[src/rtl/serial_link_credit_return.sv]
// Receive-side credit bookkeeping for the serial link.
// Counts popped RX FIFO entries and returns them to the peer. Credits ride on
// the next outgoing data packet, or go out in a forced credit-only packet when
// too many are pending or they have been held too long.
module serial_link_credit_return #(
  parameter int unsigned NumCredits    = 8,
  parameter int unsigned ForceThresh   = 6,
  parameter int unsigned MaxWaitCycles = 64
) (
  input  logic                          clk_i,
  input  logic                          rst_ni,
  input  logic                          flush_i,
  input  logic                          consume_i,
  input  logic                          tx_hs_i,
  output logic [$clog2(NumCredits):0]   credits_o,
  output logic                          force_req_o,
  input  logic                          force_ack_i,
  output logic [$clog2(NumCredits):0]   pending_o,
  output logic                          overflow_o
);

  localparam int unsigned CW = $clog2(NumCredits) + 1;
  localparam int unsigned WW = $clog2(MaxWaitCycles + 1);

  localparam logic [CW-1:0] Full     = CW'(NumCredits);
  localparam logic [CW-1:0] Thresh   = CW'(ForceThresh);
  localparam logic [WW-1:0] WaitMax  = WW'(MaxWaitCycles);
  localparam logic [WW-1:0] WaitLast = WW'(MaxWaitCycles - 1);

  typedef enum logic [0:0] {StIdle, StForceReq} state_e;

  state_e        state_q, state_d;
  logic [CW-1:0] pending_q, pending_d;
  logic [WW-1:0] wait_q, wait_d;
  logic          overflow_q, overflow_d;
  logic          take;
  logic          timeout;

  // Credits are always returned straight from the pending register.
  assign credits_o   = pending_q;
  assign pending_o   = pending_q;
  assign force_req_o = (state_q == StForceReq);
  assign overflow_o  = overflow_q;

  // An ack only counts while a credit-only packet is actually requested.
  assign take    = tx_hs_i | (force_req_o & force_ack_i);
  assign timeout = !take && (pending_q != '0) && (wait_q >= WaitLast);

  // Next-state for pending credits, wait counter, overflow flag and FSM.
  always_comb begin
    pending_d  = pending_q;
    wait_d     = wait_q;
    overflow_d = overflow_q;
    state_d    = state_q;

    if (flush_i) begin
      pending_d  = '0;
      wait_d     = '0;
      overflow_d = 1'b0;
      state_d    = StIdle;
    end else begin
      // A consume coinciding with a take belongs to the next return.
      if (take) begin
        pending_d = {{(CW-1){1'b0}}, consume_i};
      end else if (consume_i) begin
        if (pending_q == Full) begin
          overflow_d = 1'b1;
        end else begin
          pending_d = pending_q + 1'b1;
        end
      end

      if (take || (pending_q == '0)) begin
        wait_d = '0;
      end else if ((state_q == StIdle) && (wait_q != WaitMax)) begin
        wait_d = wait_q + 1'b1;
      end

      unique case (state_q)
        StIdle: begin
          if ((pending_d >= Thresh) || timeout) begin
            state_d = StForceReq;
          end
        end
        StForceReq: begin
          if (take) begin
            state_d = (pending_d >= Thresh) ? StForceReq : StIdle;
          end
        end
        default: state_d = StIdle;
      endcase
    end
  end

  // State registers with asynchronous active-low reset.
  always_ff @(posedge clk_i or negedge rst_ni) begin
    if (!rst_ni) begin
      state_q    <= StIdle;
      pending_q  <= '0;
      wait_q     <= '0;
      overflow_q <= 1'b0;
    end else begin
      state_q    <= state_d;
      pending_q  <= pending_d;
      wait_q     <= wait_d;
      overflow_q <= overflow_d;
    end
  end

endmodule

[config.mk]
export PLATFORM = sky130hd
export DESIGN_NAME = serial_link_credit_return
export DESIGN_NICKNAME = d
export VERILOG_FILES = /design/src/rtl/serial_link_credit_return.sv
export SDC_FILE = /design/constraint.sdc
export NUM_CORES = 1
export LEC_CHECK = 0
export CAP_MARGIN = 10
export CORE_MARGIN = 1.5
export CORE_UTILIZATION = 40
export DETAILED_ROUTE_END_ITERATION = 16
export REMOVE_ABC_BUFFERS = 1
export SLEW_MARGIN = 25
export SYNTH_ARGS = -nofsm -noshare
export SYNTH_HDL_FRONTEND = slang
export SYNTH_SLANG_ARGS = --single-unit
[constraint.sdc]
create_clock -name clk_i -period 1.9 [get_ports clk_i]
set_clock_uncertainty 0.1 [all_clocks]
set_input_delay 0.19 -clock clk_i [delete_from_list [all_inputs] [get_ports clk_i]]
set_output_delay 0.19 -clock clk_i [all_outputs]
set_load 0.02 [all_outputs]
# --- Yosys cells after proc, flatten, opt, wreduce, memory -nomap -nowiden ---
# Index checks and enable logic that the tools add are counted.
# Widths: inputs -> output; s select.
classes:
  add_sub_neg: 2
  muxes: 17
  n_eq_ne: 3
  n_reduce_logical: 12
  n_bitwise: 3
  n_lt_le_gt_ge: 2
op_table:
  columns: ["operator", "count"]
  rows:
  - ["$mux 7", 3]
  - ["$mux 4", 5]
  - ["$mux 1", 8]
  - ["$add 7x1->7 const B", 1]
  - ["$ge 7x6->1 const B", 1]
  - ["$ne 7x7->1 const B", 1]
  - ["$add 4x1->4 const B", 1]
  - ["$eq 4x4->1 const B", 1]
  - ["$ge 4x3->1 const B", 1]
  - ["$logic_not 4->1", 1]
  - ["$reduce_bool 2->1", 2]
  - ["$reduce_bool 4->1", 1]
  - ["$logic_and 1x1->1", 3]
  - ["$reduce_and 3->1", 1]
  - ["$reduce_bool 3->1", 1]
  - ["$logic_or 1x1->1", 2]
  - ["$ne 2x2->1 const B", 1]
  - ["$pmux 1 s2", 1]
  - ["$and 1x1->1", 1]
  - ["$logic_not 1->1", 1]
  - ["$not 1->1", 1]
  - ["$or 1x1->1", 1]
word_totals:
  ff_bits: 13
  output_inout_bits: 10
  elab_cells: 43

# --- Longest topological paths before layout ---
# Gate-level depths: netlist (run 1).
logic_depth:
  ltp_word: 10
  mapped_depth: 6
  mapped_depth_nobuf: 6

# --- Least setup slack after synthesis (run 1) ---
# No wires, ideal clock.
synth_path:
  kind: "flip-flop to flip-flop"
  start: "register pending_q[0], in the netlist credits_o[0]"
  end: "register state_q, in the netlist force_req_o"
  t_arrival_ns: 1.455
  setup_slack_ns: 0.211
  required_ns: 1.666
  stages_incl_launch_ff: 7
  setup_time_ns: 0.134
  path_buffers: 0
  path_cell_list: "dfrtp_1 > inv_1 > ha_1 > nand2_1 > o21ai_0 > a2111oi_0 > o21ai_0"
synth_via:
  elab_chain_len: 10
  elab_cells_between_ends: 16
  classes_between: "1 x add/sub; 1 x order compare; 1 x eq/ne; 9 x mux; 4 x reduce/logical"
synth_rtl:
  columns: ["element", "line_no", "text"]
  rows:
  - ["from (decl)", "33", "logic [CW-1:0] pending_q, pending_d;"]
  - ["from (signal assigned)", "104", "pending_q <= pending_d;"]
  - ["$add 4x1->4 / $eq 4x4->1 (equally long branches)", "69, 66", null]
  - ["$mux 4", "66", "if (pending_q == Full) begin"]
  - ["$mux 4", "65", "end else if (consume_i) begin"]
  - ["$mux 4", "63", "if (take) begin"]
  - ["$mux 4", "56", "if (flush_i) begin"]
  - ["$ge 4x3->1", "81, 87", null]
  - ["$mux 1 / $logic_or 1x1->1 (equally long branches)", "87, 81", null]
  - ["$mux 1 (on tied branches)", "86, 81", null]
  - ["$pmux 1 s2 *", "79", "unique case (state_q)"]
  - ["$mux 1 *", "56", null]
  - ["via state_d", "32", "state_e state_q, state_d;"]
  - ["to (signal assigned)", "98", "state_q <= StIdle;"]
  - ["to (signal assigned)", "103", "state_q <= state_d;"]
  - ["to (decl)", "32", null]
# The timed path passes the listed nets; every way through them passes the cells marked *. The select of a mux whose other input is x is not followed.
# A chain may end at the register's enable or synchronous reset.

# --- Final worst setup path (run 1) ---
# Ends and elaborated chain as after synthesis.

==> metrics.md, run 1 <==
| Metric | Value |
|---|---|
| # DRC | 0 |
| Final WL | 1.63 mm |
| DIE HEIGHT | 47.3 µm |
| Element type at the critical path start | flip-flop |
| Diodes inserted | 0 |
| Antenna viol nets, final | 0 |
| CTS Sinks | 13 |
| Ys flop type | dfrtp_1 |
| Post-Synthesis Cells | 84 |
| Critical path capture point type | flip-flop |
| CP delay by family, top | compound AO/OA/AOI/OAI gates |
| Setup-failing EPs final | 0 |
| Buf/Inv on CP | 1 |
| Final period demand of the worst path | 1.86 ns |
| Top cell by count, worst path | o21ai_0 |
| CP max stage delay | 0.48 ns |
| Register area | 325 µm² |
| Slowest cell on crit path | a2111oi_0 |
| DR iter-0 viols | 12 |
| Initial antenna violation count | 0 |
| FF+latch count, synth | 13 |
| RSZ-0062 raised after global routing | no |
| All-layer global routing usage | 16.7% |
| Fin. Hold Viols | 0 |
| CP cell instances | inv_1 -> ha_1 -> nand2_1 -> o21ai_0 -> a2111oi_0 -> o21ai_0 |
| Core Area | 1780 µm² |
| Grt total ovfl | 0 |
| # rows | 15 |
| Sequential fraction of the synthesis area | 41.5% |
| First-pass GRT wire length | 2.59 mm |
| CTS tree | done |
| Num CTS Buffers | 3 |
| Routed vias/inst | roughly 5.3 |
| Cell variety after synth | 31 |
| Post-CTS sizing | 0 |
| Full die area | 2240 µm² |
| Root Driver | clkbuf_4 |
| Fin. max-slew vios | 0 |
| Max Fclk | ~540 MHz |
| CTS clock-pin slew for the worst setup and hold paths | 0.08 ns |
| Commonest non-fill, non-tap cell in the layout | clkdlybuf4s50_1 |
| Slew at the pin closest to its max-slew limit | roughly 0.6 ns |
| Pre-antenna DRT Iters | 6 |
| Largest net degree at the start of global routing | 14 |
| Max VDD drop | 374 µV |
| Hold_buf cts | 0 |
| Area occupied by multi-input gates | roughly 400 µm² |
| Routability cong. | 0.759 |
| HPWL Detailed | 1.19 mm |
| Largest fanout on the critical path | 7 |
| Vias in the first global route | 544 |
| Worst skew pair latency | 0.28 ns |
| Io pins | 16 |
| Leak pwr | 0.384 nW |
| Max Cap Viol | 0 |
| Synthesis-to-layout area growth | 22.0% |
| Final core occ | 53.7% |
| Initial core utilization | around 44% |
| Post-synth EDFFs | 0 |
| Fraction of layout cells with a size suffix above 1 | under 10% |
| Synth Cell Area | ~780 µm² |
| Status | finished, final reports clean |
| Syn. warnings | 0 |
| Highest-count cells in the layout ignoring fill and taps | clkdlybuf4s50_1, dfrtp_1, nor2_1, a21oi_1, inv_1 |
| DIE WIDTH | 47.3 µm |
| CTS Buffer Depth | 2 |
| Setup_tns | 0 ns |
| Nets | 109 |
| Period utilization | a little over nine tenths |
| Max_slew headroom | 60.0% |
| Worst Path Required | 1.95 ns |
| Via count | 648 |
| Post-synth ARST share | 100% |
| IO Port Bufs | 15 |
| # fillers | 166 |
| Crit Path Class | flip-flop to flip-flop |
| Mean cell area of the mapped netlist | 9.34 µm² |
| CP arrival | 1.90 ns |
| Setup Buffers After CTS | 0 |
| H-tree levels | 1 |
| Tightest Hold Check Type | input pin to async pin |
| Pwr Density | 540 nW/µm² |
| Avg WL per Cell | 13.3 µm |
-- area by class of cell --
type	instances	share of cell area, %
multi-input cells	60	42.0
clock buffers	4	2.75
well taps	25	3.27
inverters	6	2.35
flip-flops and latches	13	34.0
repair buffers	15	15.7
-- final timing paths --
path                            depth (start not counted)                endpoint  slack, ns              startpoint
worst max register to register                          6   force_req_o$_DFF_PN0_       0.04  credits_o[0]$_DFF_PN0_
worst min register to register                          2  overflow_o$_DFFE_PN0P_       0.41  overflow_o$_DFFE_PN0P_
worst min-delay path                                    1  credits_o[2]$_DFF_PN0_       0.18                  rst_ni
min in group clk_i                                      2  overflow_o$_DFFE_PN0P_       0.41  overflow_o$_DFFE_PN0P_
max in group asynchronous                               1   wait_q[3]$_DFFE_PN0P_       1.13                  rst_ni
worst max-delay path                                    6   force_req_o$_DFF_PN0_       0.04  credits_o[0]$_DFF_PN0_
-- metrics by stage --
step | std cells | hold WS, ns | setup WS, ns | instance area, µm² | total power, mW
global placement | 119 | 0.392 | 0.147 | 931 | 0.347
CTS | 123 | 0.207 | 0.104 | 957 | 0.525
detailed placement | 119 | 0.397 | 0.0765 | 931 | 0.347
global route | 123 | 0.243 | 0.0178 | 957 | 0.536
floorplan | 79 | -0.206 | 0.0921 | 749 | 0.315
finish | 123 | 0.182 | 0.0438 | 957 | 0.517
-- report_power, final --
group,switching [mW],internal [mW]
clock,0.0934,0.0815
combinational,0.0312,0.0269
sequential,0.00467,0.279
total,0.129,0.387
-- worst reg2reg max path: cells and delay by family, from the launching register on --
kind | cells | cell delay, ns
AO/OA/AOI/OAI | 3 | 0.70
flip-flops | 1 | 0.45
buffers and inverters | 1 | 0.07
AND/OR/NAND/NOR | 1 | 0.09
adder cells (fa/ha/maj) | 1 | 0.32
-- flip-flops by register name (all words and copies together) (netlist names) --
name and count:
credits_o 4, force_req_o 1, wait_q 7, overflow_o 1
-- routing by layer --
metal | vias up | GRT usage (%) | wire (µm)
met5 | - | 0 | 0
met3 | 2 | 5.77 | 93
met2 | 20 | 21.9 | 715
met4 | 0 | 5.56 | 15
met1 | 307 | 25.1 | 809
li1 | 319 | - | -
-- logic make-up (layout without fill, tap and decap cells) --
logic type      Yosys count  in the layout  synth area share (%)
buf+inv                  11             25                  7.34
compound gates           20             20                  16.3
mux                       1              1                  1.28
fa+ha+maj                 4              4                  6.38
flops                    13             13                  41.5
xor+xnor                  5              5                  5.58
simple gates             30             30                  21.7
-- cells in the mapped netlist (2+ instances only) --
library cell	n	area, µm²
nor2_1	9	33.8
nand4b_1	2	17.5
inv_1	6	22.5
nand2_1	5	18.8
nor4_1	2	12.5
nand2b_1	2	12.5
buf_4	4	30.0
xnor2_1	4	35.0
a21oi_1	8	40.0
nand4_1	2	12.5
o21ai_0	5	25.0
dfrtp_1	13	325
ha_1	4	50.1
(Power assumes the default switching activity.)
==> run 2: changes to the inputs <==
--- a/config.mk
+++ b/config.mk
@@ -5,12 +5,15 @@
 export SDC_FILE = /design/constraint.sdc
 export NUM_CORES = 1
 export LEC_CHECK = 0
+export ABC_CLOCK_PERIOD_IN_PS = 1900
 export CAP_MARGIN = 10
 export CORE_MARGIN = 1.5
-export CORE_UTILIZATION = 40
+export CORE_UTILIZATION = 49
 export DETAILED_ROUTE_END_ITERATION = 16
+export PLACE_DENSITY = 0.77
 export REMOVE_ABC_BUFFERS = 1
 export SLEW_MARGIN = 25
 export SYNTH_ARGS = -nofsm -noshare
 export SYNTH_HDL_FRONTEND = slang
 export SYNTH_SLANG_ARGS = --single-unit
+export TNS_END_PERCENT = 50
==> metrics.md, run 2 (synthesis gave the netlist of run 1 again) <==
| Metric | Value |
|---|---|
| Worst Path Required | 1.61 ns (was 1.95 ns) |
| Hold_ws | 0.195 ns (was 0.182 ns) |
| Worst skew pair latency | 0.27 ns (was 0.28 ns) |
| Area occupied by multi-input gates | 402 µm² (unchanged) |
| Worst R2R Start | credits_o[0]$_DFF_PN0_ (unchanged) |
| Setup-failing EPs final | 0 (unchanged) |
| Max Fclk | 584 MHz (was 539 MHz) |
| Status | finished, final reports clean (unchanged) |
| HPWL Detailed | 1.08 mm (was 1.19 mm) |
| Period utilization | 90.2% (was 97.7%) |
| Final WL | 1.43 mm (was 1.63 mm) |
| DIE HEIGHT | 43.0 µm (was 47.3 µm) |
| Slowest cell on crit path | clkdlybuf4s50_1 (was a2111oi_0) |
| Antenna viol nets, final | 0 (unchanged) |
| Routed vias/inst | 5.68 (was 5.27) |
| CP arrival | 1.42 ns (was 1.90 ns) |
| Final period demand of the worst path | 1.71 ns (was 1.86 ns) |
| CTS clock-pin slew for the worst setup and hold paths | 0.07 ns (was 0.08 ns) |
| CP delay by family, top | buffers and inverters (was compound AO/OA/AOI/OAI gates) |
| Setup_tns | 0 ns (unchanged) |
| Hold_buf cts | 0 (unchanged) |
| Register area | 325 µm² (unchanged) |
| Commonest non-fill, non-tap cell in the layout | clkdlybuf4s50_1 (unchanged) |
| Core Area | 1510 µm² (was 1780 µm²) |
| Highest-count cells in the layout ignoring fill and taps | clkdlybuf4s50_1, dfrtp_1, nor2_1, a21oi_1, inv_1 (unchanged) |
| DR iter-0 viols | 9 (was 12) |
| Diodes inserted | 0 (unchanged) |
| Num CTS Buffers | 3 (unchanged) |
| Critical Path Source | force_req_o$_DFF_PN0_ (was credits_o[0]$_DFF_PN0_) |
| DIE WIDTH | 43.0 µm (was 47.3 µm) |
| Tightest Hold Check Type | input pin to async pin (unchanged) |
| Largest fanout on the critical path | 10 (was 7) |
| Top register by number of flip-flops | wait_q (unchanged) |
| Max VDD drop | 327 µV (was 374 µV) |
| CTS tree | done (unchanged) |
| Avg WL per Cell | 12.6 µm (was 13.3 µm) |
| All-layer global routing usage | 18.4% (was 16.7%) |
| Pwr Density | 533 nW/µm² (was 540 nW/µm²) |
| Setup Buffers After CTS | 0 (unchanged) |
| Vias in the first global route | 623 (was 544) |
| Max reg flops | 7 (unchanged) |
| Root Driver | clkbuf_4 (unchanged) |
| IO Port Bufs | 15 (unchanged) |
| Element type at the critical path start | flip-flop (unchanged) |
| Fraction of layout cells with a size suffix above 1 | 6.12% (unchanged) |
| Leak pwr | 0.384 nW (unchanged) |
| # rows | 14 (was 15) |
| Slew at the pin closest to its max-slew limit | 0.594 ns (was 0.598 ns) |
| Post-CTS sizing | 0 (unchanged) |
| Buf/Inv on CP | 1 (unchanged) |
| Nets | 109 (unchanged) |
| Synthesis-to-layout area growth | 20.6% (was 22.0%) |
| Io pins | 16 (unchanged) |
| Initial antenna violation count | 0 (unchanged) |
| Via count | 648 (unchanged) |
| # fillers | 133 (was 166) |
| Full die area | 1850 µm² (was 2240 µm²) |
| Grt total ovfl | 0 (unchanged) |
| Pre-antenna DRT Iters | 4 (was 6) |
| Routability cong. | 0.815 (was 0.759) |
| H-tree levels | 1 (unchanged) |
| CTS Buffer Depth | 2 (unchanged) |
| Max Cap Viol | 0 (unchanged) |
| Max_slew headroom | 60.3% (was 60.0%) |
| RSZ-0062 raised after global routing | no (unchanged) |
| Initial core utilization | 52.1% (was 44.0%) |
| Fin. max-slew vios | 0 (unchanged) |
| First-pass GRT wire length | 2.55 mm (was 2.59 mm) |
| Largest net degree at the start of global routing | 14 (unchanged) |
| Critical path capture point type | output pin (was flip-flop) |
| Crit Path Class | flip-flop to output pin (was flip-flop to flip-flop) |
| CTS Sinks | 13 (unchanged) |
| CP max stage delay | 0.66 ns (was 0.48 ns) |
| CP cell instances | clkdlybuf4s50_1 (was inv_1 -> ha_1 -> nand2_1 -> o21ai_0 -> a2111oi_0 -> o21ai_0) |
| # DRC | 0 (unchanged) |
| Fin. Hold Viols | 0 (unchanged) |
run 2: cell counts in the layout (fill, tap and decap cells not counted):
No cell type changed its count.
run 2: per-layer routing:
layer / wire [µm] / vias up / share of wire, % / GRT usage [%]
met3: 93 / 2 / 6.5 / 3.40
met2: 678 / 24 / 47 / 31.5
met4: 9 / 0 / 0.63 / 7.27
met1: 649 / 302 / 45 / 22.8
li1: - / 320 / - / -
met5: 0 / - / 0 / 0
run 2: path summary, 6_finish.rpt:
path,to,slack [ns],depth (start not counted)
worst max-delay path,force_req_o,0.19,1
worst min-delay path,credits_o[0]$_DFF_PN0_,0.20,1
worst max register to register,force_req_o$_DFF_PN0_,0.22,5
worst min register to register,overflow_o$_DFFE_PN0P_,0.41,2
max in group asynchronous,force_req_o$_DFF_PN0_,1.12,1
min in group clk_i,overflow_o$_DFFE_PN0P_,0.41,2
run 2: area by class of cell:
type | count | share of cell area, %
flip-flops and latches | 13 | 34.4
multi-input cells | 60 | 42.5
well taps | 16 | 2.12
clock buffers | 4 | 2.78
repair buffers | 15 | 15.9
inverters | 6 | 2.38
run 2: per-stage QoR:
stage	setup slack, ns	cell area, µm²	total power [mW]	util (%)	cells
after floorplan	0.0921	749	0.315	-	79
after global placement	0.233	920	0.346	61.0	110
after detailed placement	0.192	920	0.347	61.0	110
after CTS	0.169	946	0.514	62.8	114
after global routing	0.101	946	0.534	62.8	114
final	0.187	946	0.505	62.8	114
run 2: power by group:
| part | internal, mW | total, mW | switching [mW] | leakage [nW] |
|---|---|---|---|---|
| Sequential | 0.279 | 0.284 | 0.00467 | 0.180 |
| Combinational | 0.0267 | 0.0565 | 0.0298 | 0.189 |
| Clock | 0.0812 | 0.164 | 0.0831 | 0.0150 |
==> run 3: changes to the inputs <==
--- a/config.mk
+++ b/config.mk
@@ -8,9 +8,8 @@
 export ABC_CLOCK_PERIOD_IN_PS = 1900
 export CAP_MARGIN = 10
 export CORE_MARGIN = 1.5
-export CORE_UTILIZATION = 49
+export CORE_UTILIZATION = 30
 export DETAILED_ROUTE_END_ITERATION = 16
-export PLACE_DENSITY = 0.77
 export REMOVE_ABC_BUFFERS = 1
 export SLEW_MARGIN = 25
 export SYNTH_ARGS = -nofsm -noshare
==> metrics.md, run 3 (synthesis gave the netlist of run 1 again) <==
| Metric | Value |
|---|---|
| Status | finished, final reports clean (unchanged) |
| Via count | 642 (was 648) |
| RSZ-0062 raised after global routing | no (unchanged) |
| Slew at the pin closest to its max-slew limit | 0.622 ns (was 0.594 ns) |
| Pwr Density | 538 nW/µm² (was 533 nW/µm²) |
| Antenna viol nets, final | 0 (unchanged) |
| Full die area | 2930 µm² (was 1850 µm²) |
| Routed vias/inst | 5.02 (was 5.68) |
| IO Port Bufs | 15 (unchanged) |
| Slowest cell on crit path | clkdlybuf4s50_1 (unchanged) |
| Pre-antenna DRT Iters | 4 (unchanged) |
| Routability cong. | 0.754 (was 0.815) |
| Worst skew pair latency | 0.28 ns (was 0.27 ns) |
| Crit Path Class | flip-flop to output pin (unchanged) |
| CP delay by family, top | buffers and inverters (unchanged) |
| Diodes inserted | 0 (unchanged) |
| Period utilization | 92.9% (was 90.2%) |
| CTS Sinks | 13 (unchanged) |
| Commonest non-fill, non-tap cell in the layout | clkdlybuf4s50_1 (unchanged) |
| HPWL Detailed | 1.14 mm (was 1.08 mm) |
| Max reg flops | 7 (unchanged) |
| DIE HEIGHT | 54.1 µm (was 43.0 µm) |
| Avg WL per Cell | 12.2 µm (was 12.6 µm) |
| Element type at the critical path start | flip-flop (unchanged) |
| # fillers | 258 (was 133) |
| Switching pwr | 0.131 mW (was 0.118 mW) |
| Max Cap Viol | 0 (unchanged) |
| CP max stage delay | 0.67 ns (was 0.66 ns) |
| Largest net degree at the start of global routing | 14 (unchanged) |
| Max Fclk | 567 MHz (was 584 MHz) |
| H-tree levels | 1 (unchanged) |
| Final WL | 1.56 mm (was 1.43 mm) |
| # rows | 18 (was 14) |
| Critical path capture point type | output pin (unchanged) |
| Num CTS Buffers | 3 (unchanged) |
| Fin. max-slew vios | 0 (unchanged) |
| Worst Path Required | 1.61 ns (about the same) |
| # DRC | 0 (unchanged) |
| DIE WIDTH | 54.1 µm (was 43.0 µm) |
| Vias in the first global route | 590 (was 623) |
| CTS clock-pin slew for the worst setup and hold paths | 0.08 ns (was 0.07 ns) |
| Fraction of layout cells with a size suffix above 1 | 6.12% (unchanged) |
| CTS Buffer Depth | 2 (unchanged) |
| Clock share of power | 34.2% (was 32.6%) |
| Top register by number of flip-flops | wait_q (unchanged) |
| Fin. Hold Viols | 0 (unchanged) |
| Initial antenna violation count | 0 (unchanged) |
| Hold_buf cts | 0 (unchanged) |
| P_int | 0.387 mW (about the same) |
| Leak pwr | 0.384 nW (unchanged) |
| Io pins | 16 (unchanged) |
| Setup_tns | 0 ns (unchanged) |
| DR iter-0 viols | 10 (was 9) |
| Buf/Inv on CP | 1 (unchanged) |
| Max_slew headroom | 58.4% (was 60.3%) |
| Highest-count cells in the layout ignoring fill and taps | clkdlybuf4s50_1, dfrtp_1, nor2_1, a21oi_1, inv_1 (unchanged) |
| Grt total ovfl | 0 (unchanged) |
| Setup Buffers After CTS | 0 (unchanged) |
| CP cell instances | clkdlybuf4s50_1 (unchanged) |
| Initial core utilization | 31.7% (was 52.1%) |
| Core Area | 2480 µm² (was 1510 µm²) |
| Setup-failing EPs final | 0 (unchanged) |
| Largest fanout on the critical path | 10 (unchanged) |
| Combinational power share | 11.0% (was 11.2%) |
| CTS tree | done (unchanged) |
| Final core occ | 38.9% (was 62.8%) |
| All-layer global routing usage | 12.4% (was 18.4%) |
| Root Driver | clkbuf_4 (unchanged) |
| CP arrival | 1.48 ns (was 1.42 ns) |
| Net Sw Frac | 25.2% (was 23.3%) |
| Synthesis-to-layout area growth | 22.8% (was 20.6%) |
| Tightest Hold Check Type | input pin to async pin (unchanged) |
| Final period demand of the worst path | 1.77 ns (was 1.71 ns) |
| First-pass GRT wire length | 2.59 mm (was 2.55 mm) |
| Max VDD drop | 340 µV (was 327 µV) |
| Nets | 109 (unchanged) |
| Part of the power in registers | 54.8% (was 56.2%) |
| Post-CTS sizing | 0 (unchanged) |
==> run 3: through the flow <==
| stage | setup slack [ns] | total power [mW] | hold WS, ns | instance area (µm²) | cells |
|---|---|---|---|---|---|
| 6_report | 0.135 | 0.518 | 0.193 | 963 | 128 |
| 5_1_grt | 0.0445 | 0.551 | 0.232 | 963 | 128 |
| 4_1_cts | 0.121 | 0.528 | 0.203 | 963 | 128 |
| 3_5_place_dp | 0.200 | 0.347 | 0.393 | 937 | 124 |
| 3_3_place_gp | 0.225 | 0.347 | 0.389 | 937 | 124 |
| 2_1_floorplan | 0.0921 | 0.315 | -0.206 | 749 | 79 |
==> run 3: layout make-up <==
cell class                 instances  area [µm²]  area share (%)
multi-input combinational         60         402            41.7
timing repair buffer              15         150            15.6
clock buffer                       4        26.3            2.73
tap                               30        37.5            3.90
sequential                        13         325            33.8
inverter                           6        22.5            2.34
==> run 3: layer usage <==
metal / track usage [%] / vias up / wire, µm
met5: 0 / - / 0
met4: 3.75 / 0 / 17
met3: 4.17 / 2 / 104
met2: 19.5 / 19 / 707
met1: 16.0 / 301 / 731
li1: - / 320 / -
==> run 3: worst paths after layout <==
| check | start | endpoint | slack [ns] | cells past startpoint |
|---|---|---|---|---|
| max | force_req_o$_DFF_PN0_ | force_req_o | 0.13 | 1 |
| min | rst_ni | credits_o[3]$_DFF_PN0_ | 0.19 | 1 |
| max reg2reg | credits_o[0]$_DFF_PN0_ | force_req_o$_DFF_PN0_ | 0.20 | 6 |
| min reg2reg | overflow_o$_DFFE_PN0P_ | overflow_o$_DFFE_PN0P_ | 0.41 | 2 |
| max in group asynchronous | rst_ni | wait_q[2]$_DFFE_PN0P_ | 1.11 | 1 |
| min in group clk_i | overflow_o$_DFFE_PN0P_ | overflow_o$_DFFE_PN0P_ | 0.41 | 2 |
==> run 3: power by group through the flow <==
stage	logic, mW	clock network, mW	registers (mW)
2_1_floorplan	0.0218	0	0.293
3_3_place_gp	0.0573	0	0.289
3_5_place_dp	0.0577	0	0.289
4_1_cts	0.0579	0.186	0.284
5_1_grt	0.0640	0.202	0.285
6_report	0.0570	0.177	0.284
